[config.mk]
export PLATFORM = sky130hd
export DESIGN_NAME = bmc_ctrl
export DESIGN_NICKNAME = d
export VERILOG_FILES = /design/src/rtl/vit_pkg.sv /design/src/rtl/bmc_fifo.sv /design/src/rtl/bmc_ctrl.sv
export SDC_FILE = /design/constraint.sdc
export NUM_CORES = 1
export LEC_CHECK = 0
export CORE_ASPECT_RATIO = 0.5
export CORE_MARGIN = 2
export CORE_UTILIZATION = 45
export CTS_CLUSTER_SIZE = 8
export DETAILED_ROUTE_END_ITERATION = 7
export GPL_TIMING_DRIVEN = 0
export PLACE_DENSITY_LB_ADDON = 0.08
export SLEW_MARGIN = 0
export SYNTH_ARGS = -nofsm -noshare
export SYNTH_HDL_FRONTEND = slang
export SYNTH_SLANG_ARGS = --single-unit
[constraint.sdc]
create_clock -name clk -period 2.3 [get_ports clk]
set_clock_uncertainty 0.1 [all_clocks]
set_input_delay 0.46 -clock clk [delete_from_list [all_inputs] [get_ports clk]]
set_output_delay 0.46 -clock clk [all_outputs]
set_load 0.03 [all_outputs]
[src/rtl/vit_pkg.sv]
// Shared Viterbi decoder types: received pair, BMC FSM state,
// and the default trellis frame length.
package vit_pkg;

    localparam int FRAME_LEN_DEF = 16;

    typedef logic [1:0] rx_pair_t;

    typedef enum logic [1:0] {
        ST_IDLE = 2'd0,
        ST_RUN  = 2'd1,
        ST_TB   = 2'd2
    } bmc_state_t;

endpackage

[src/rtl/bmc_fifo.sv]
// Small input FIFO of received pairs for bmc_ctrl.
// Ports: clk, rst_n, clear, push/push_data, pop/pop_data, full, empty.
module bmc_fifo
    import vit_pkg::*;
#(
    parameter int DEPTH = 4
) (
    input  logic     clk,
    input  logic     rst_n,
    input  logic     clear,
    input  logic     push,
    input  rx_pair_t push_data,
    input  logic     pop,
    output rx_pair_t pop_data,
    output logic     full,
    output logic     empty
);

    localparam int AW = $clog2(DEPTH);

    rx_pair_t      mem [DEPTH];
    logic [AW-1:0] wr_ptr;
    logic [AW-1:0] rd_ptr;
    logic [AW:0]   cnt;
    logic          do_push;
    logic          do_pop;

    assign full     = (cnt == (AW+1)'(DEPTH));
    assign empty    = (cnt == '0);
    assign do_push  = push && !full;
    assign do_pop   = pop && !empty;
    assign pop_data = mem[rd_ptr];

    always_ff @(posedge clk) begin
        if (do_push && !clear) begin
            mem[wr_ptr] <= push_data;
        end
    end

    // Pointers wrap naturally: DEPTH is a power of two.
    always_ff @(posedge clk or negedge rst_n) begin
        if (!rst_n) begin
            wr_ptr <= '0;
            rd_ptr <= '0;
            cnt    <= '0;
        end else if (clear) begin
            wr_ptr <= '0;
            rd_ptr <= '0;
            cnt    <= '0;
        end else begin
            if (do_push) begin
                wr_ptr <= wr_ptr + 1'b1;
            end
            if (do_pop) begin
                rd_ptr <= rd_ptr + 1'b1;
            end
            if (do_push && !do_pop) begin
                cnt <= cnt + 1'b1;
            end else if (do_pop && !do_push) begin
                cnt <= cnt - 1'b1;
            end
        end
    end

endmodule

[src/rtl/bmc_ctrl.sv]
// Branch-metric front end: buffers rx pairs and issues one frame of
// trellis steps to ACS, then requests traceback before the next frame.
// Ports: clk, rst_n, flush; in_valid/in_ready/in_pair;
// bmc_valid/acs_ready/bmc_pair; step_cnt; frame_start/frame_end;
// tb_req/tb_busy.
module bmc_ctrl
    import vit_pkg::*;
#(
    parameter  int DEPTH     = 4,
    parameter  int FRAME_LEN = FRAME_LEN_DEF,
    localparam int CW        = $clog2(FRAME_LEN)
) (
    input  logic          clk,
    input  logic          rst_n,
    input  logic          flush,
    input  logic          in_valid,
    output logic          in_ready,
    input  rx_pair_t      in_pair,
    output logic          bmc_valid,
    input  logic          acs_ready,
    output rx_pair_t      bmc_pair,
    output logic [CW-1:0] step_cnt,
    output logic          frame_start,
    output logic          frame_end,
    output logic          tb_req,
    input  logic          tb_busy
);

    bmc_state_t state;
    bmc_state_t state_d;
    rx_pair_t   head;
    logic       full;
    logic       empty;
    logic       rdy_q;
    logic       push;
    logic       load;
    logic       acc;
    logic       last;
    logic       end_acc;

    // rdy_q keeps in_ready low until the first edge out of reset.
    assign in_ready = rdy_q && !full && !flush;
    assign push     = in_valid && in_ready;
    assign last     = (step_cnt == CW'(FRAME_LEN - 1));
    assign acc      = bmc_valid && acs_ready;
    assign end_acc  = acc && last;

    // The frame_end beat never refills the register: traceback first.
    assign load = (state == ST_RUN) && !flush && !end_acc
                && (!bmc_valid || acs_ready) && !empty;

    assign frame_start = bmc_valid && (step_cnt == '0);
    assign frame_end   = bmc_valid && last;

    bmc_fifo #(
        .DEPTH(DEPTH)
    ) u_fifo (
        .clk      (clk),
        .rst_n    (rst_n),
        .clear    (flush),
        .push     (push),
        .push_data(in_pair),
        .pop      (load),
        .pop_data (head),
        .full     (full),
        .empty    (empty)
    );

    // tb_req is high only on the first TB cycle, so it also blocks exit.
    always_comb begin
        state_d = state;
        unique case (state)
            ST_IDLE: if (!empty && !tb_busy) state_d = ST_RUN;
            ST_RUN:  if (end_acc) state_d = ST_TB;
            ST_TB:   if (!tb_req && !tb_busy) state_d = ST_IDLE;
            default: state_d = ST_IDLE;
        endcase
    end

    always_ff @(posedge clk or negedge rst_n) begin
        if (!rst_n) begin
            state     <= ST_IDLE;
            rdy_q     <= 1'b0;
            bmc_valid <= 1'b0;
            bmc_pair  <= '0;
            step_cnt  <= '0;
            tb_req    <= 1'b0;
        end else if (flush) begin
            state     <= ST_IDLE;
            rdy_q     <= 1'b1;
            bmc_valid <= 1'b0;
            bmc_pair  <= '0;
            step_cnt  <= '0;
            tb_req    <= 1'b0;
        end else begin
            state  <= state_d;
            rdy_q  <= 1'b1;
            tb_req <= (state == ST_RUN) && end_acc;
            if (acc) begin
                step_cnt <= last ? '0 : step_cnt + 1'b1;
            end
            if (load) begin
                bmc_valid <= 1'b1;
                bmc_pair  <= head;
            end else if (acc) begin
                bmc_valid <= 1'b0;
            end
        end
    end

endmodule

-- Word-level counts from Yosys, hierarchy flattened
Memories as Yosys holds them, arrays and structs flattened.
Index checks and enable logic that the tools add are counted.
- add/subtract/negate cells: 5
- eq/ne operators: 7
- mux-type cells: 23
- reductions and logical operators: 39
- operators by type and width (operator ; count):
    2-to-1 mux 2 bit ; 10
    logical AND 1 bit ; 19
    2-to-1 mux 4 bit ; 3
    zero test 1 bit ; 9
    2-to-1 mux 3 bit ; 3
    != test 3 bit, second input constant ; 3
    nonzero test 2 bit ; 4
    2-to-1 mux 1 bit ; 6
    case mux 2 bit (3 select lines) ; 1
    nonzero test 3 bit ; 2
    adder 2 x 1 -> 2 bit, second input constant ; 2
    adder 4 x 1 -> 4 bit, second input constant ; 1
    == test 4 bit, second input constant ; 1
    zero test 4 bit ; 1
    adder 3 x 1 -> 3 bit, second input constant ; 1
    == test 3 bit, second input constant ; 1
    zero test 3 bit ; 1
    AND reduction 3 bit ; 1
    subtractor 3 x 1 -> 3 bit, second input constant ; 1
    == test 2 x 1 -> 1 bit, second input constant ; 1
    == test 2 bit, second input constant ; 1
    zero test 2 bit ; 1
    logical OR 1 bit ; 1
- flip-flop bits (word level): 18
- memory bits (writable): 8
- input bits: 8
- output and inout bits: 11
- logic and storage cells: 84
- memories: 1
- memories (name ; depth ; bits a word ; rd ports ; clocked after Yosys merged registers in ; wr ports ; line ; RTL):
    u_fifo.mem ; 4 ; 2 ; 1 ; 0 ; 1 ; bmc_fifo.sv:21 ; rx_pair_t mem [DEPTH];

-- Logic depth before layout (Yosys ltp)
- word-level depth: 11
- gate-level depth with buffers: 11
- gate-level depth less buffers: 10

-- By module
From an unflattened synthesis, not the netlist that was laid out.
- cells, all modules: 133
- area total of the unflattened synthesis: 1441.4 sq um
- by module, submodules not included (module ; instances ; cells each ; area each (sq um) ; sequential area each (sq um)):
    bmc_fifo ; 1 ; 70 ; 845.8 ; 415.4
    bmc_ctrl ; 1 ; 63 ; 595.6 ; 275.3

-- Least setup slack after synthesis
Ideal clock, no wire load.
- path kind: register to register
- from: register step_cnt[0]
- to: register u_fifo.cnt[1]
- library setup time: 0.069 ns
- arrival: 2.532 ns
- data required time: 2.131 ns
- setup slack: -0.401 ns
- cell stages (with the launch flop): 10
- path buffers: 1
- period minus slack after synthesis: 2.701 ns
- path through: dfrtp_1 -> ha_1 -> nand4_1 -> nand3_2 -> nor3_2 -> buf_6 -> nor2b_1 -> fa_1 -> or4b_1 -> nand3_1
- longest elaborated chain between the ends: 11
- elaborated cells on any way between the ends: 13
- classes of those cells: eq/ne (1); mux (2); reduce/logical (10)
- RTL lines (item ; line ; RTL):
    start: declaration ; bmc_ctrl.sv:22 ; output logic [CW-1:0] step_cnt,
    start signal: assignment ; bmc_ctrl.sv:100 ; step_cnt <= last ? '0 : step_cnt + 1'b1;
    == test 4 bit (*) ; bmc_ctrl.sv:44 ; assign last = (step_cnt == CW'(FRAME_LEN - 1));
    logical AND 1 bit (*) ; bmc_ctrl.sv:46 ; assign end_acc = acc && last;
    zero test 1 bit (*) ; bmc_ctrl.sv:49 ; assign load = (state == ST_RUN) && !flush && !end_acc
    logical AND 1 bit (*) ; bmc_ctrl.sv:49 ;
    logical AND 1 bit (*) (2 in series) ; bmc_ctrl.sv:50 ; && (!bmc_valid || acs_ready) && !empty;
    logical AND 1 bit (*) ; bmc_fifo.sv:31 ; assign do_pop = pop && !empty;
    zero test 1 bit ; bmc_fifo.sv:57 ; if (do_push && !do_pop) begin
    logical AND 1 bit ; bmc_fifo.sv:57 ;
    2-to-1 mux 3 bit ; bmc_fifo.sv:57 ;
    2-to-1 mux 3 bit ; bmc_fifo.sv:46 ; end else if (clear) begin
    end signal: assignment ; bmc_fifo.sv:58 ; cnt <= cnt + 1'b1;
    end signal: assignment ; bmc_fifo.sv:60 ; cnt <= cnt - 1'b1;
    end: declaration ; bmc_fifo.sv:24 ; logic [AW:0] cnt;
Every way passes the cells marked *; elsewhere a longest branch is shown, timed or not.
A chain may end at the register's enable or synchronous reset.

-- Worst setup path in the final report
Ends and elaborated chain as after synthesis.

==> results.toml <==
[outcome]
status = "complete, but fails checks"
violations = "negative setup slack"

[global_routing]
grt_pass1_vias = 897
grt_pass1_wl_um = 4430
grt_overflow = 0
grt_max_degree = 19
gr-usage-all-layers_pct = 17.2
antenna_found_initial = 0

[floorplan]
die_height_um = 42.6
die_area_um2 = 3470
initial_core_util_pct = 49.5
die_w_um = 81.3
core-area_um2 = 2720
ios = 19
row_count = 13

[placement]
post-place-ws_ns = -0.910
place.gp.congestion = 0.710
dp_hpwl_um = 1750
dp_cells = 179
io_buffers = 18
dpl-instance-area_um2 = 1600

[critical_path]
worst_ep_arrival_time_ns = 2.50
critPathSlowestCell = "or4b_1"
required_ns = 2.41
worstPathCellList = "ha_4 > nand4_1 > nand3_4 > nor3_4 > buf_6 > nor2b_2 > fa_2 > or4b_1 > nand3_1"
crit_type = "reg -> reg"
cpLargestDelayFamily = "simple AND/OR/NAND/NOR gates"
crit_fanout = 4
cpPeakStageDelay_ns = 0.47
critPathLaunchType = "flip-flop"
worstSetupEndpointType = "flip-flop"
critPathBufInv = 1

[sta]
rsz0062_at_grt = "true"
fin_ws_ns = -0.0890
drv_slew = 0
fmax_ghz = 0.419
finalHoldViolations = 0
fin_worst_hold_slack_ns = 0.356
tightest_slew_ns = 0.843
fin_tns_setup_ns = -0.0890
slew_headroom_pct = 43.6
finalCriticalPeriod_ns = 2.39
period_share_pct = 104
setup_violations = 1

[pwr]
swShare_pct = 30.1
internal_power_mw = 0.753
p_leak_nw = 0.715
clkPwrFrac_pct = 24.4
power_mw = 1.08
pwr-share-comb_pct = 25.3
ir_drop_mv = 0.332
seq_power_share_pct = 50.3
pwr_density_cell_nw_per_um2 = 609
power_switching_mw = 0.325

[min_path]
hp-class = "reg -> reg"

[yosys]
synth_top_flop_cell = "dfrtp_1"
syn_area_um2 = 1340
synthCells = 124
synthArstFlopShare_pct = 69.2
ys_seq_area_share_pct = 51.4
synth.avg_cell_area_um2 = 10.8
synth_warnings = 0
synth_seq_cells = 26
synth_edf_count = 8
ys_types = 34
synthesis.nets = 139

[cts]
clock_latency_ns = 0.27
cts.sinks = 26
cts-root-buf = "clkbuf_8"
clock_path_buffers = 2
cts_tree = "yes"
clk_pin_slew_ns = 0.09
cts_inserted_buffers = 3
htreeDepth = 1

[drt]
vias = 988
drtIter0Drc = 78
routed_wl_um = 2510
post_drt_wl_per_cell_um = 13.0
drt-pass1-iter-count = 4
drc = 0
vias_per_cell = 5.12
drtAntennaViolNets = 0

[cells_and_area]
design_area_um2 = 1770
diodes = 0
drive_gt1_share_pct = 21.2
fin_cells = 193
num-nets-final = 172
fin_util_pct = 65.2
syn2layout_area_growth_pct = 31.8

[flow_run]
maxCapViolCount = 0
## kinds of logic (layout without fill, tap and decap cells)
kind of cell,count (synthesis),after routing,share of synthesized area [%]
AO/OA/AOI/OAI,21,21,9.40
XOR/XNOR,4,4,3.63
adder cells (fa/ha/maj),7,7,7.08
buffers and inverters,11,43,3.63
flip-flops,26,26,51.4
multiplexers,4,4,4.84
other,1,1,0.279
AND/OR/NAND/NOR,50,50,19.7
## cells in the mapped netlist, drive strengths merged, types with 2 or more instances
master	n	share of area, %
xnor2	2	1.3
nor2b	2	0.93
nand2	10	2.8
nand2b	5	2.3
nor3	7	3.4
mux2i	2	1.5
inv	8	2.2
dfrtp	18	34
mux4	2	3.4
a21oi	9	3.4
nand3	5	2.2
nor2	12	3.4
clkbuf	2	0.56
o21ai	5	1.9
o211ai	2	1.1
edfxtp	8	18
ha	6	5.6
and2	4	1.9
or4	2	1.1
## timing repair
action / in CTS / in global routing
setup endpoints to repair: 5 / 2
gates resized for setup: 12 / 8
hold buffers: 0 / 0
pin swaps: 4 / 6
setup buffers: 5 / 5
## cell type report
cell class | instances | area (um2)
Fill cell | 226 | 946
Multi-Input combinational cell | 87 | 677
Tap cell | 37 | 46.3
Clock buffer | 3 | 41.3
Buffer | 3 | 28.8
Sequential cell | 26 | 694
Inverter | 8 | 30.0
Clock inverter | 1 | 3.75
Timing Repair Buffer | 28 | 249
## state kept, by name (all words and copies together), names as in the netlist
name and cells:
step_cnt 4, state 2, u_fifo.wr_ptr 2, rdy_q 1, u_fifo.cnt 3, bmc_valid 1, u_fifo.mem 8, u_fifo.rd_ptr 2
bmc_pair 2, tb_req 1
## power by group through the flow
stage          Combinational, mW  Clock, mW  Sequential, mW
5_1_grt                    0.303      0.293           0.548
6_report                   0.273      0.263           0.542
2_1_floorplan              0.161          0           0.550
4_1_cts                    0.258      0.274           0.541
3_3_place_gp               0.232          0           0.547
3_5_place_dp               0.236          0           0.547
## layout by cell type, fill, tap and decap left out, types with 2 or more instances in the layout
| cell | instances |
|---|---|
| nand3_1 | 4 |
| mux4_2 | 2 |
| buf_4 | 10 |
| nor3_2 | 3 |
| nand2_1 | 9 |
| edfxtp_1 | 8 |
| and2_1 | 4 |
| dlygate4sd2_1 | 4 |
| mux2i_1 | 2 |
| dfrtp_2 | 3 |
| a21oi_1 | 9 |
| o211ai_1 | 2 |
| inv_1 | 8 |
| nor2_1 | 11 |
| ha_1 | 5 |
| clkbuf_8 | 4 |
| clkdlybuf4s50_1 | 13 |
| nand2b_1 | 4 |
| xnor2_1 | 2 |
| dfrtp_1 | 15 |
| o21ai_0 | 5 |
| nor3_1 | 3 |
| or4_1 | 2 |
## worst reg2reg max path, cell delays in order, from the launching register on
cell     delay, ns
dfrtp_2       0.45
ha_4          0.17
nand4_1       0.17
nand3_4       0.11
nor3_4        0.20
buf_6         0.13
nor2b_2       0.04
fa_2          0.41
or4b_1        0.47
nand3_1       0.10
## path summary, 6_finish.rpt
| kind | startpoint | end | slack (ns) | cells past startpoint |
|---|---|---|---|---|
| worst max-delay path | step_cnt[0] | u_fifo.cnt[1] | -0.09 | 9 |
| worst min-delay path | state[1] | state[0] | 0.36 | 1 |
| worst max register to register | step_cnt[0] | u_fifo.cnt[1] | -0.09 | 9 |
| worst min register to register | state[1] | state[0] | 0.36 | 1 |
| max in group asynchronous | rst_n | step_cnt[1] | 0.96 | 1 |
| min in group asynchronous | rst_n | u_fifo.rd_ptr[1] | 0.57 | 1 |
## layer usage
metal	vias to the layer above	track usage (%)	share of wire, %
met5	-	0	0
met1	470	24.3	51
li1	498	-	-
met2	18	26.4	45
met3	2	5.17	3.7
met4	0	3.05	0.32
No activity file was read; power rests on OpenSTA's default activity.
